--- src/rtl/i2s_master_ctrl_if.sv ---
// Sample-pair handshake between the upstream producer (master) and the I2S sequencer (slave).
// Plain valid/ready: a pair moves on any clk edge where src_valid and src_ready are both high.
interface i2s_master_ctrl_if #(
  parameter int SAMPLE_WIDTH = 16
);
  logic                    src_valid;
  logic                    src_ready;
  logic [SAMPLE_WIDTH-1:0] src_left;
  logic [SAMPLE_WIDTH-1:0] src_right;

  modport master (output src_valid, output src_left, output src_right, input src_ready);
  modport slave  (input src_valid, input src_left, input src_right, output src_ready);
endinterface

--- src/rtl/i2s_master_ctrl.sv ---
// I2S master clocking plus single-entry sample buffer; loads left_in/right_in once per frame (at lrclk 1->0).
// src_ready is registered and drops while the buffer is full; I2S_MASTER_UNDERRUN_CNT_EN adds underrun_cnt.
module i2s_master_ctrl #(
  parameter int SAMPLE_WIDTH = 16,
  parameter int BCLK_HALF    = 32
) (
  input  logic                    clk,
  input  logic                    reset,
  input  logic                    enable,
  i2s_master_ctrl_if.slave        src,
  output logic                    bclk,
  output logic                    lrclk,
  output logic [SAMPLE_WIDTH-1:0] left_in,
  output logic [SAMPLE_WIDTH-1:0] right_in,
  output logic                    frame_start,
  output logic                    underrun
`ifdef I2S_MASTER_UNDERRUN_CNT_EN
  ,
  output logic [15:0]             underrun_cnt
`endif
);

  localparam int HW = (BCLK_HALF > 1) ? $clog2(BCLK_HALF) : 1;
  localparam int BW = (SAMPLE_WIDTH > 1) ? $clog2(SAMPLE_WIDTH) : 1;

  typedef struct packed {
    logic [SAMPLE_WIDTH-1:0] left;
    logic [SAMPLE_WIDTH-1:0] right;
  } pair_t;

  logic [HW-1:0] hcnt;
  logic [BW-1:0] bitcnt;
  pair_t         hold_dat;
  logic          hold_full;
  logic          rdy_q;

  logic half_end;
  logic bit_end;
  logic load_evt;
  logic xfer;

  assign half_end      = enable && (hcnt == HW'(BCLK_HALF - 1));
  assign bit_end       = half_end && bclk && (bitcnt == BW'(SAMPLE_WIDTH - 1));
  assign load_evt      = bit_end && lrclk;
  assign xfer          = src.src_valid && rdy_q;
  assign src.src_ready = rdy_q;

  always_ff @(posedge clk) begin
    if (reset) begin
      hcnt        <= '0;
      bitcnt      <= '0;
      bclk        <= 1'b0;
      lrclk       <= 1'b0;
      hold_dat    <= '0;
      hold_full   <= 1'b0;
      rdy_q       <= 1'b0;
      left_in     <= '0;
      right_in    <= '0;
      frame_start <= 1'b0;
      underrun    <= 1'b0;
    end else begin
      frame_start <= 1'b0;
      underrun    <= 1'b0;

      if (!enable) begin
        hcnt   <= '0;
        bitcnt <= '0;
        bclk   <= 1'b0;
        lrclk  <= 1'b0;
      end else if (half_end) begin
        hcnt <= '0;
        bclk <= ~bclk;
        if (bclk) begin
          if (bit_end) begin
            bitcnt <= '0;
            lrclk  <= ~lrclk;
          end else begin
            bitcnt <= bitcnt + BW'(1);
          end
        end
      end else begin
        hcnt <= hcnt + HW'(1);
      end

      if (load_evt) begin
        frame_start <= 1'b1;
        if (hold_full) begin
          left_in   <= hold_dat.left;
          right_in  <= hold_dat.right;
          hold_full <= 1'b0;
        end else begin
          underrun <= 1'b1;
        end
      end

      // xfer only happens with the buffer empty, so it never collides with a drain
      if (xfer) begin
        hold_dat  <= '{left: src.src_left, right: src.src_right};
        hold_full <= 1'b1;
      end

      // Falls on the accepting edge; rises one cycle after a drain
      rdy_q <= xfer ? 1'b0 : ~hold_full;
    end
  end

`ifdef I2S_MASTER_UNDERRUN_CNT_EN
  always_ff @(posedge clk) begin
    if (reset) begin
      underrun_cnt <= '0;
    end else if (load_evt && !hold_full && (underrun_cnt != 16'hFFFF)) begin
      underrun_cnt <= underrun_cnt + 16'd1;
    end
  end
`else
  // Underrun is reported only as the per-frame pulse in this build.
`endif

endmodule

--- src/flat_wrapper.sv ---
// flat-port wrapper written by rule: the top's interface ports become plain ports
module i2s_master_ctrl_flat 
#(
  parameter int SAMPLE_WIDTH = 16,
  parameter int BCLK_HALF    = 32
)
  (clk, reset, enable, bclk, lrclk, left_in, right_in, frame_start, underrun, src_src_valid, src_src_left, src_src_right, src_src_ready);
  i2s_master_ctrl_if #(.SAMPLE_WIDTH(SAMPLE_WIDTH)) src_i ();
  input  logic clk;
  input  logic reset;
  input  logic enable;
  output logic bclk;
  output logic lrclk;
  output logic [SAMPLE_WIDTH-1:0] left_in;
  output logic [SAMPLE_WIDTH-1:0] right_in;
  output logic frame_start;
  output logic underrun;
  input wire logic [$bits(src_i.src_valid)-1:0] src_src_valid;
  input wire logic [$bits(src_i.src_left)-1:0] src_src_left;
  input wire logic [$bits(src_i.src_right)-1:0] src_src_right;
  output wire logic [$bits(src_i.src_ready)-1:0] src_src_ready;
  assign src_i.src_valid = src_src_valid;
  assign src_i.src_left = src_src_left;
  assign src_i.src_right = src_src_right;
  assign src_src_ready = src_i.src_ready;
  i2s_master_ctrl #(.SAMPLE_WIDTH(SAMPLE_WIDTH), .BCLK_HALF(BCLK_HALF)) u_core (.clk(clk), .reset(reset), .enable(enable), .src(src_i), .bclk(bclk), .lrclk(lrclk), .left_in(left_in), .right_in(right_in), .frame_start(frame_start), .underrun(underrun));
endmodule
--- config.mk ---
export PLATFORM = sky130hd
export DESIGN_NAME = i2s_master_ctrl_flat
export DESIGN_NICKNAME = d
export VERILOG_FILES = /design/src/rtl/i2s_master_ctrl_if.sv /design/src/rtl/i2s_master_ctrl.sv /design/src/flat_wrapper.sv
export SDC_FILE = /design/constraint.sdc
export NUM_CORES = 1
export LEC_CHECK = 0
export ABC_CLOCK_PERIOD_IN_PS = 3000
export CAP_MARGIN = 20
export CORE_ASPECT_RATIO = 1.75
export CORE_MARGIN = 2
export CORE_UTILIZATION = 50
export DETAILED_ROUTE_END_ITERATION = 10
export GPL_ROUTABILITY_DRIVEN = 0
export GPL_TIMING_DRIVEN = 0
export PLACE_DENSITY = 0.84
export RECOVER_POWER = 100
export SETUP_SLACK_MARGIN = 0.05
export SKIP_LAST_GASP = 1
export SLEW_MARGIN = 30
export SYNTH_ARGS = -nofsm -noshare
export SYNTH_HDL_FRONTEND = slang
export SYNTH_SLANG_ARGS = --single-unit
--- constraint.sdc ---
create_clock -name clk -period 3 [get_ports clk]
set_clock_uncertainty 0.1 [all_clocks]
set_input_delay 0.3 -clock clk [delete_from_list [all_inputs] [get_ports clk]]
set_output_delay 0.3 -clock clk [all_outputs]
set_load 0.05 [all_outputs]
==> metrics <==
clk sinks=79; critical path data required time=3.18 ns; Hold Path Depth=3; Met3 Routed Length=316 µm; core area=6133 µm²; Final Util=67.22%; Leak=1.507 nW; ant diodes=0; Peak VDD IR=367.0 µV; max cap viols=0; synth top area cells=dfxtp_1 (50%), nand2b_1 (13%), mux2i_1 (10%), nand2_1 (8.3%), a21oi_1 (5.9%); startpoint types=register; worst-path fanout max=10; Netlist cell types=24; setup slack after layout=0.7423 ns; post-DP HPWL=4603 µm; CP arrival=2.44 ns; Worst Reg-to-Reg Cells=8; period utilization=75.26%; TritonCTS clock tree=yes; Max Clock Freq=442.9 MHz; Die Ht=108.8 µm; Port-buffer cells=71; pre-CTS setup slack=0.7647 ns; met2 wire length=3423 µm; final hold viol count=0; P&R area growth vs syn=31.48%; post-route met1 wirelength=2493 µm; share of cells above drive strength 1=4.471%; first-pass GRT wire length=10500 µm; Fillers=496; Die ar.=6945 µm²; Crit. End Element=register; cell area after synthesis=3136 µm²; row cnt=38; post-synth top area share=50.44%; Hold Crit Class=input port to register; minimum clock period=2.258 ns; status=finished clean; number of global-route vias before repair=2376; Vias=2470; WS Path Type=register to register; PostCTS Resize Cnt=0; 1st-iter DRT viols=114; RSZ-0062 raised after global routing=no; nets=460; cell taking the most area after synthesis=dfxtp_1; initial antenna violation count=0; final wirelength=6412 µm; CTS hold repair buffers=0; number of remaining DRC errors=0; Mean Syn Cell Area=9.249 µm²; WHS Endpoint=u_core.left_in[3]; Die X=63.86 µm; CTS Buffer Depth=2; wire length per cell=12.70 µm; root buffer cell=clkbuf_8; IO Count=73; CTS Buf Count=9; Slew Viols, Final=0; Reg2Reg Setup Slack=0.74 ns; min-delay src=reset; syn_nets=378; Worst Tran Pin Value=0.5416 ns; R2R Path End=u_core.right_in[5]; Via-to-Cell Ratio=4.891; CTS H-tree lvls=3; Setup-failing EPs final=0; Warnings, synthesis=0; grt total ovfl=0; slew margin rel.=63.77%; final setup TNS=0 ns; total track usage=19.74%; Power Density=473.7 nW/µm²; reg2reg start=u_core.hcnt[0]; register area share after synthesis=50.44%; total power=1.953 mW; Initial DRT Pass Iterations=4; CTS clock-pin slew for the worst setup and hold paths=0.08 ns; Yosys reg bits=79; largest net degree at the start of global routing=12; final hold slack=0.3371 ns; Post-CTS Setup Repair Bufs=0; synthesized instance count=339; Initial Util=51.12%; later-pin clock latency in the skew report=0.36 ns; Top Layer Used=met4; number of routed nets with antenna violations=0
## area by class of cell
cell class                 count  area, µm²  share of cell area (%)
buffer                        23      123.9                   3.005
tap                           80      100.1                   2.428
sequential                    79       1582                   38.36
timing repair buffer          71      710.7                   17.24
inverter                       1      17.52                  0.4249
multi-input combinational    236       1413                   34.26
clock buffer                  15      176.4                   4.279
## per-stage QoR
stage               instances  instance area (µm²)
finish                    505                 4123
global route              505                 4123
CTS                       505                 4123
detailed placement        490                 3946
global placement          490                 3946
floorplan                 339                 3136
## worst max-delay path by stage
| stage | depth (start not counted) | from | to | slack, ns |
|---|---|---|---|---|
| 2_1_floorplan | 8 | u_core.hcnt[0] | u_core.left_in[0] | 0.98 |
| 3_3_place_gp | 8 | u_core.hcnt[0] | u_core.right_in[4] | 0.83 |
| 3_5_place_dp | 8 | u_core.hcnt[0] | u_core.left_in[5] | 0.76 |
| 4_1_cts | 8 | u_core.hcnt[0] | u_core.right_in[5] | 0.72 |
| 5_1_grt | 8 | u_core.hcnt[0] | u_core.right_in[5] | 0.52 |
| 6_report | 8 | u_core.hcnt[0] | u_core.right_in[5] | 0.74 |
## per-layer routing
layer  global-route usage (%)  vias up
met5                        0        -
met2                    34.75       58
met4                    11.02        0
li1                         -     1266
met1                    20.47     1129
met3                    6.192       17
## sequential cells by signal (all words and copies together) (netlist names), 4 cells and up
name / count
u_core.right_in: 16
u_core.left_in: 16
u_core.bitcnt: 4
u_core.hold_dat: 32
u_core.hcnt: 5
## worst max-delay path, cell delays in order, from the launching register on
cell	delay, ns
dfxtp_1	0.37
ha_1	0.20
and3_1	0.17
ha_1	0.14
buf_4	0.17
nand4_4	0.18
nor3_4	0.43
buf_8	0.22
mux2i_1	0.20
## cell usage in the layout (no fill, tap or decap), types with 4 or more instances in the layout
master / count
clkbuf_8: 12
nand3_1: 4
nand2b_1: 65
mux2i_1: 32
nand2_1: 69
dlygate4sd3_1: 38
dfxtp_1: 79
a21oi_1: 37
nor3_1: 6
clkdlybuf4s50_1: 33
clkbuf_1: 19
## logic make-up after synthesis
| logic type | synth area share [%] |
|---|---|
| fa+ha+maj | 1.197 |
| flops | 50.44 |
| simple gates | 25.86 |
| mux | 10.22 |
| xor+xnor | 1.397 |
| compound gates | 6.385 |
| buf+inv | 4.509 |
## power by group
group          internal, mW  total (mW)  switching (mW)
registers              1.07        1.08          0.0126
clock network         0.365       0.719           0.354
logic                0.0793       0.149          0.0698
total                  1.52        1.95           0.436
## cells in the mapped netlist (all sizes together)
cell,n
or3,2
buf,8
bufinv,1
nor3,7
ha,3
a21oi,37
xnor2,2
nor4,1
nand4,1
and3,1
nor2,3
nand2,69
xor2,3
nand3,4
clkbuf,15
and2,1
dfxtp,79
nor3b,2
mux2i,32
o21ai,3
nand2b,65
Note: power is estimated with default switching activity, not from simulation.
